--- src/rtl/branch_resolve_ctrl_pkg.sv ---
// Shared definitions for the ID-stage branch resolution controller.
// Holds the branch opcodes, the comparator forwarding selects and the controller states.
package branch_resolve_ctrl_pkg;

    localparam logic [5:0] OP_REGIMM = 6'b000001;
    localparam logic [5:0] OP_BEQ    = 6'b000100;
    localparam logic [5:0] OP_BNE    = 6'b000101;
    localparam logic [5:0] OP_BLEZ   = 6'b000110;
    localparam logic [5:0] OP_BGTZ   = 6'b000111;

    localparam logic [1:0] FWD_RF    = 2'b00;
    localparam logic [1:0] FWD_EXMEM = 2'b01;
    localparam logic [1:0] FWD_MEMWB = 2'b10;

    typedef enum logic [1:0] {
        IDLE    = 2'd0,
        STALL   = 2'd1,
        RESOLVE = 2'd2
    } state_t;

    function automatic logic isBranchOp(input logic [5:0] op);
        return (op == OP_REGIMM) || (op == OP_BEQ) || (op == OP_BNE) ||
               (op == OP_BLEZ) || (op == OP_BGTZ);
    endfunction

    // Only beq/bne compare two registers; the other branches test rs alone.
    function automatic logic usesRt(input logic [5:0] op);
        return (op == OP_BEQ) || (op == OP_BNE);
    endfunction

endpackage

--- src/rtl/branch_resolve_ctrl_hazard_detect.sv ---
// Per-operand stall need and comparator forward select for one branch source register.
// Register 0 is hard-wired, so it never creates a hazard or a forward.
module branch_hazard_detect
    import branch_resolve_ctrl_pkg::*;
(
    input  logic       i_use,
    input  logic [4:0] i_reg,
    input  logic       i_exRegWrite,
    input  logic       i_exMemRead,
    input  logic [4:0] i_exRd,
    input  logic       i_memRegWrite,
    input  logic       i_memMemRead,
    input  logic [4:0] i_memRd,
    input  logic       i_wbRegWrite,
    input  logic [4:0] i_wbRd,
    output logic [1:0] o_need,
    output logic [1:0] o_fwd
);

    logic w_active;
    logic w_exHit;
    logic w_memHit;
    logic w_wbHit;

    assign w_active = i_use && (i_reg != 5'd0);
    assign w_exHit  = w_active && i_exRegWrite && (i_exRd == i_reg);
    assign w_memHit = w_active && i_memRegWrite && (i_memRd == i_reg);
    assign w_wbHit  = w_active && i_wbRegWrite && (i_wbRd == i_reg);

    // An EX load needs its value to reach WB, so it costs one more cycle than an ALU result.
    always_comb begin
        o_need = 2'd0;
        if (w_exHit) begin
            o_need = i_exMemRead ? 2'd2 : 2'd1;
        end else if (w_memHit && i_memMemRead) begin
            o_need = 2'd1;
        end
    end

    always_comb begin
        o_fwd = FWD_RF;
        if (w_memHit && !i_memMemRead) begin
            o_fwd = FWD_EXMEM;
        end else if (w_wbHit) begin
            o_fwd = FWD_MEMWB;
        end
    end

endmodule

--- src/rtl/branch_resolve_ctrl.sv ---
// Sequences the ID-stage branch comparator: stalls on operand hazards, selects forwarding,
// then drives PCSrc/FlushIFID from the comparator result and keeps saturating statistics.
module branch_resolve_ctrl
    import branch_resolve_ctrl_pkg::*;
#(
    parameter int CNT_W = 16
) (
    input  logic             Clk,
    input  logic             Reset,
    input  logic             BranchValid,
    input  logic [5:0]       Opcode,
    input  logic [4:0]       Rs,
    input  logic [4:0]       Rt,
    input  logic             EX_RegWrite,
    input  logic             EX_MemRead,
    input  logic [4:0]       EX_Rd,
    input  logic             MEM_RegWrite,
    input  logic             MEM_MemRead,
    input  logic [4:0]       MEM_Rd,
    input  logic             TakenIn,
    output logic             Stall,
    output logic [1:0]       ForwardA,
    output logic [1:0]       ForwardB,
    output logic             PCSrc,
    output logic             FlushIFID,
    output logic [CNT_W-1:0] BranchCount,
    output logic [CNT_W-1:0] TakenCount
);

    state_t           r_state;
    logic [1:0]       r_stallCnt;
    logic [CNT_W-1:0] r_branchCount;
    logic [CNT_W-1:0] r_takenCount;
    logic             r_wbRegWrite;
    logic [4:0]       r_wbRd;

    logic       w_isBranch;
    logic       w_useRt;
    logic [1:0] w_needA;
    logic [1:0] w_needB;
    logic [1:0] w_need;
    logic [1:0] w_fwdA;
    logic [1:0] w_fwdB;
    logic       w_stall;
    logic       w_resolve;
    logic       w_showFwd;

    assign w_isBranch = BranchValid && isBranchOp(Opcode);
    assign w_useRt    = usesRt(Opcode);

    branch_hazard_detect u_hazardA (
        .i_use         (1'b1),
        .i_reg         (Rs),
        .i_exRegWrite  (EX_RegWrite),
        .i_exMemRead   (EX_MemRead),
        .i_exRd        (EX_Rd),
        .i_memRegWrite (MEM_RegWrite),
        .i_memMemRead  (MEM_MemRead),
        .i_memRd       (MEM_Rd),
        .i_wbRegWrite  (r_wbRegWrite),
        .i_wbRd        (r_wbRd),
        .o_need        (w_needA),
        .o_fwd         (w_fwdA)
    );

    branch_hazard_detect u_hazardB (
        .i_use         (w_useRt),
        .i_reg         (Rt),
        .i_exRegWrite  (EX_RegWrite),
        .i_exMemRead   (EX_MemRead),
        .i_exRd        (EX_Rd),
        .i_memRegWrite (MEM_RegWrite),
        .i_memMemRead  (MEM_MemRead),
        .i_memRd       (MEM_Rd),
        .i_wbRegWrite  (r_wbRegWrite),
        .i_wbRd        (r_wbRd),
        .o_need        (w_needB),
        .o_fwd         (w_fwdB)
    );

    assign w_need = (w_needA > w_needB) ? w_needA : w_needB;

    // A zero-need branch resolves in IDLE the same cycle it is decoded, so control is combinational.
    always_comb begin
        w_stall   = 1'b0;
        w_resolve = 1'b0;
        w_showFwd = 1'b0;
        if (!Reset) begin
            unique case (r_state)
                IDLE: begin
                    if (w_isBranch) begin
                        w_showFwd = 1'b1;
                        if (w_need == 2'd0) begin
                            w_resolve = 1'b1;
                        end else begin
                            w_stall = 1'b1;
                        end
                    end
                end
                STALL: begin
                    w_showFwd = 1'b1;
                    w_stall   = 1'b1;
                end
                RESOLVE: begin
                    w_showFwd = 1'b1;
                    w_resolve = 1'b1;
                end
                default: begin
                    w_stall = 1'b0;
                end
            endcase
        end
    end

    assign Stall       = w_stall;
    assign ForwardA    = w_showFwd ? w_fwdA : FWD_RF;
    assign ForwardB    = w_showFwd ? w_fwdB : FWD_RF;
    assign PCSrc       = w_resolve && TakenIn;
    assign FlushIFID   = w_resolve && TakenIn;
    assign BranchCount = r_branchCount;
    assign TakenCount  = r_takenCount;

    always_ff @(posedge Clk) begin
        if (Reset) begin
            r_state       <= IDLE;
            r_stallCnt    <= 2'd0;
            r_branchCount <= '0;
            r_takenCount  <= '0;
            r_wbRegWrite  <= 1'b0;
            r_wbRd        <= 5'd0;
        end else begin
            r_wbRegWrite <= MEM_RegWrite;
            r_wbRd       <= MEM_Rd;

            unique case (r_state)
                IDLE: begin
                    if (w_isBranch && (w_need != 2'd0)) begin
                        r_stallCnt <= w_need - 2'd1;
                        r_state    <= (w_need == 2'd1) ? RESOLVE : STALL;
                    end
                end
                STALL: begin
                    r_stallCnt <= r_stallCnt - 2'd1;
                    if (r_stallCnt <= 2'd1) begin
                        r_state <= RESOLVE;
                    end
                end
                RESOLVE: begin
                    r_state <= IDLE;
                end
                default: begin
                    r_state <= IDLE;
                end
            endcase

            if (w_resolve && (r_branchCount != {CNT_W{1'b1}})) begin
                r_branchCount <= r_branchCount + 1'b1;
            end
            if (w_resolve && TakenIn && (r_takenCount != {CNT_W{1'b1}})) begin
                r_takenCount <= r_takenCount + 1'b1;
            end
        end
    end

endmodule

--- config.mk ---
export PLATFORM = sky130hd
export DESIGN_NAME = branch_resolve_ctrl
export DESIGN_NICKNAME = d
export VERILOG_FILES = /design/src/rtl/branch_resolve_ctrl_pkg.sv /design/src/rtl/branch_resolve_ctrl_hazard_detect.sv /design/src/rtl/branch_resolve_ctrl.sv
export SDC_FILE = /design/constraint.sdc
export NUM_CORES = 1
export LEC_CHECK = 0
export CORE_ASPECT_RATIO = 1.5
export CORE_MARGIN = 10
export CORE_UTILIZATION = 25
export DETAILED_ROUTE_END_ITERATION = 8
export MAX_ROUTING_LAYER = met4
export SLEW_MARGIN = 25
export SYNTH_ARGS = -nofsm -noshare
export SYNTH_HDL_FRONTEND = slang
export SYNTH_SLANG_ARGS = --single-unit
--- constraint.sdc ---
create_clock -name Clk -period 7.55 [get_ports Clk]
set_input_delay 0.755 -clock Clk [delete_from_list [all_inputs] [get_ports Clk]]
set_output_delay 0.755 -clock Clk [all_outputs]
set_load 0.02 [all_outputs]
==> results.py <==
metrics = {
    "worst_setup_path": {
        "worstReg2RegStart": "r_state[0]",
        "crit_path_max_incr_delay_ps": 630,
        "critPathRequiredTime_ps": 6800,
        "r2r_slack_ps": 5180,
        "crit_type": "input port to output pin",
        "path_cells": "clkdlybuf4s50_1, or4_1, o2111ai_1, and3b_1, nand2_1, ha_1, o21ba_2, or2_2, nand4b_1, o21ai_0, a221o_1, ha_1, inv_1, a21oi_1, nor2_1, clkdlybuf4s50_1",
        "worstRegToRegCells": 7,
        "crit_slowest_cell": "clkdlybuf4s50_1",
        "critPathBufInv": 3,
        "worstReg2RegEnd": "BranchCount[14]",
        "cp-start-kind": "input port",
        "cp_max_fo": 8,
        "critPathTopFamily": "simple AND/OR/NAND/NOR gates",
        "crit_arrival_ps": 5260,
        "endpoint_kind": "output pin",
    },
    "drt": {
        "vias_per_cell": 5.253,
        "ant_nets": 0,
        "drt-total-wl_mm": 8.734,
        "drc": 0,
        "firstDrtPassIters": 6,
        "drt_iter0_drc": 172,
        "wl_per_cell_um": 15.57,
        "vias": 2947,
    },
    "global_routing": {
        "grt_use_total": 0.1085,
        "grt_overflow": 0,
        "grt_pass1_wl_mm": 14.37,
        "grt_pass1_vias": 2968,
        "antenna_found_initial": 0,
        "grt_max_degree": 60,
    },
    "timing": {
        "final_hold_viol_count": 0,
        "setup_viol": 0,
        "slew-limit-headroom": 0.5865,
        "period_needed_ps": 6018,
        "finalCritPeriodShare": 0.7971,
        "drv_slew": 0,
        "rsz0062_at_grt": "false",
        "fin_setup_tns_ps": 0,
        "fin_skew_ps": 4.688,
        "tightest_slew_ps": 618.3,
        "timing.fmax_mhz": 166.2,
    },
    "clocking": {
        "clk-insertion-delay-late_ps": 290,
        "ctsLongestPathBuffers": 2,
        "clockRootBuffer": "clkbuf_16",
        "clk_pin_slew_ps": 60,
        "postCtsSetupRepairBufs": 0,
        "cts_made_buffers": 5,
        "clkSinkCount": 42,
        "ctsResizeCount": 0,
        "cts_tree": "built",
        "hold_buffers": 0,
        "htreeDepth": 2,
    },
    "synth": {
        "synth_area_leaders": "dfxtp_1, ha_1, or4_1",
        "synth_warnings": 0,
        "synth_cell_type_count": 59,
        "synth_seq_area_share": 0.2883,
        "netlist_top_cells_count": "dfxtp_1, a21oi_1, nand2_1, or4_1",
        "synth_top_area_cell": "dfxtp_1",
        "synth_edf_count": 0,
        "syn_area_per_cell_um2": 8.333,
        "async_flop_share": 0,
        "syn-num-nets": 396,
        "syn_inst": 350,
        "synth_seq_cells": 42,
        "synth_top_area_frac": 0.2883,
        "yosysMostFrequentCell": "dfxtp_1",
        "netlist_area_um2": 2917,
        "ys.flop_type": "dfxtp_1",
    },
    "hold_path": {
        "hp-start": "TakenCount[15]",
        "min_path_type": "flop to flop",
        "min_to": "TakenCount[15]",
        "holdPathStages": 2,
    },
    "power_and_ir_drop": {
        "p_total_uw": 555.4,
        "leakage_nw": 1.254,
        "powerDensity_nw_per_um2": 142.4,
        "irDropWorstVdd_mv": 0.07596,
    },
    "outcome": {
        "status": "completed",
    },
    "floorplanning": {
        "io_pins": 73,
        "die-height_um": 152.3,
        "dieWidth_um": 108.2,
        "core_um2": 11470,
        "initial_core_util": 0.2543,
        "rows": 48,
        "fp.dieArea_um2": 16480,
    },
    "cells_and_area": {
        "drive_gt1_frac": 0.05839,
        "antenna_cells": 0,
        "area_growth_pct": 33.76,
        "nNetsFinal": 456,
    },
    "place": {
        "numPortBuffers": 72,
        "dpl.hpwl_mm": 6.692,
        "gp_congestion": 0.9222,
    },
    "run": {
        "maxCapViolCount": 0,
    },
}
[flip-flops by register name, indices dropped and copies added, names as in the netlist]
register	flops
BranchCount	16
TakenCount	16
r_wbRd	5
r_stallCnt	2
r_state	2
r_wbRegWrite	1
[per-layer routing]
| metal | up-vias | GRT usage | routed length [um] |
|---|---|---|---|
| met1 | 1383 | 0.1164 | 3577 |
| met5 | - | - | 0 |
| li1 | 1446 | - | - |
| met3 | 15 | 0.02286 | 452 |
| met4 | 0 | 0.04342 | 210 |
| met2 | 103 | 0.1871 | 4493 |
[metrics by stage]
step | setup slack (ps) | instances | hold WS (ps) | util | cell area [um^2]
2_1_floorplan | 2152 | 350 | 478.1 | - | 2917
3_3_place_gp | 1650 | 553 | 483.7 | 0.3248 | 3726
3_5_place_dp | 1560 | 553 | 490.6 | 0.3248 | 3726
4_1_cts | 1550 | 561 | 502.5 | 0.3396 | 3895
5_1_grt | 1311 | 561 | 531.8 | 0.3401 | 3901
6_report | 1532 | 561 | 500.2 | 0.3401 | 3901
[placed cells by master, fill, tap and decap left out, types with 4 or more instances in the layout]
cell type        netlist  layout
clkbuf_16              0       5
nor2b_1               13      13
nor3b_1                4       4
or3_1                  6       6
nand3_1               14      14
inv_1                 15      15
o31ai_1               14      14
clkdlybuf4s50_1        0      72
nor2_1                16      16
nor4_1                 8       8
nand2_1               19      19
o311ai_0               6       6
xnor2_1               14      14
nand4_1               12      12
xor2_1                16      16
o21ai_0                8       8
or4_1                 19      19
o41ai_1                5       5
dfxtp_1               42      42
nor3_1                 9       9
ha_1                  12      12
a21oi_1               24      24
[worst register-to-register path: stages, from the launching register on]
cell      delay, ps
dfxtp_1         330
inv_1           100
ha_1            280
o2111a_2        320
a31oi_4         110
buf_4           320
or4b_2          690
a21oi_1         150
[where the power goes]
part / internal [mW] / leakage (nW) / switching (mW)
Combinational: 0.0357 / 0.830 / 0.0418
Sequential: 0.225 / 0.340 / 0.00310
Clock: 0.157 / 0.0842 / 0.0935
Total: 0.417 / 1.25 / 0.138
[cell families after synthesis]
logic type      count (synthesis)  share of synthesized area
simple gates                  140                     0.2823
compound gates                 83                     0.2051
flops                          42                     0.2883
buf+inv                        37                    0.06091
xor+xnor                       30                    0.09009
fa+ha+maj                      12                    0.05148
mux                             6                    0.02188
[how the worst max path moves through the flow]
stage,start,to,slack (ps),cells after the start
detailed placement,Rt[0],Stall,1560,16
floorplan,Rt[0],PCSrc,2150,17
finish,Rt[0],Stall,1530,16
CTS,Rt[0],Stall,1550,16
global placement,Rt[0],Stall,1650,16
global route,Rt[3],Stall,1310,16
[final cells by class]
class                           instances  area [um^2]
Fill cell                            1163         7570
Multi-Input combinational cell        271         1904
Sequential cell                        42        840.8
Timing Repair Buffer                   75        743.2
Tap cell                              150        187.7
Clock buffer                            5        125.1
Inverter                               15        56.30
Clock inverter                          3        43.79
Power figures use the tool's default switching activity.
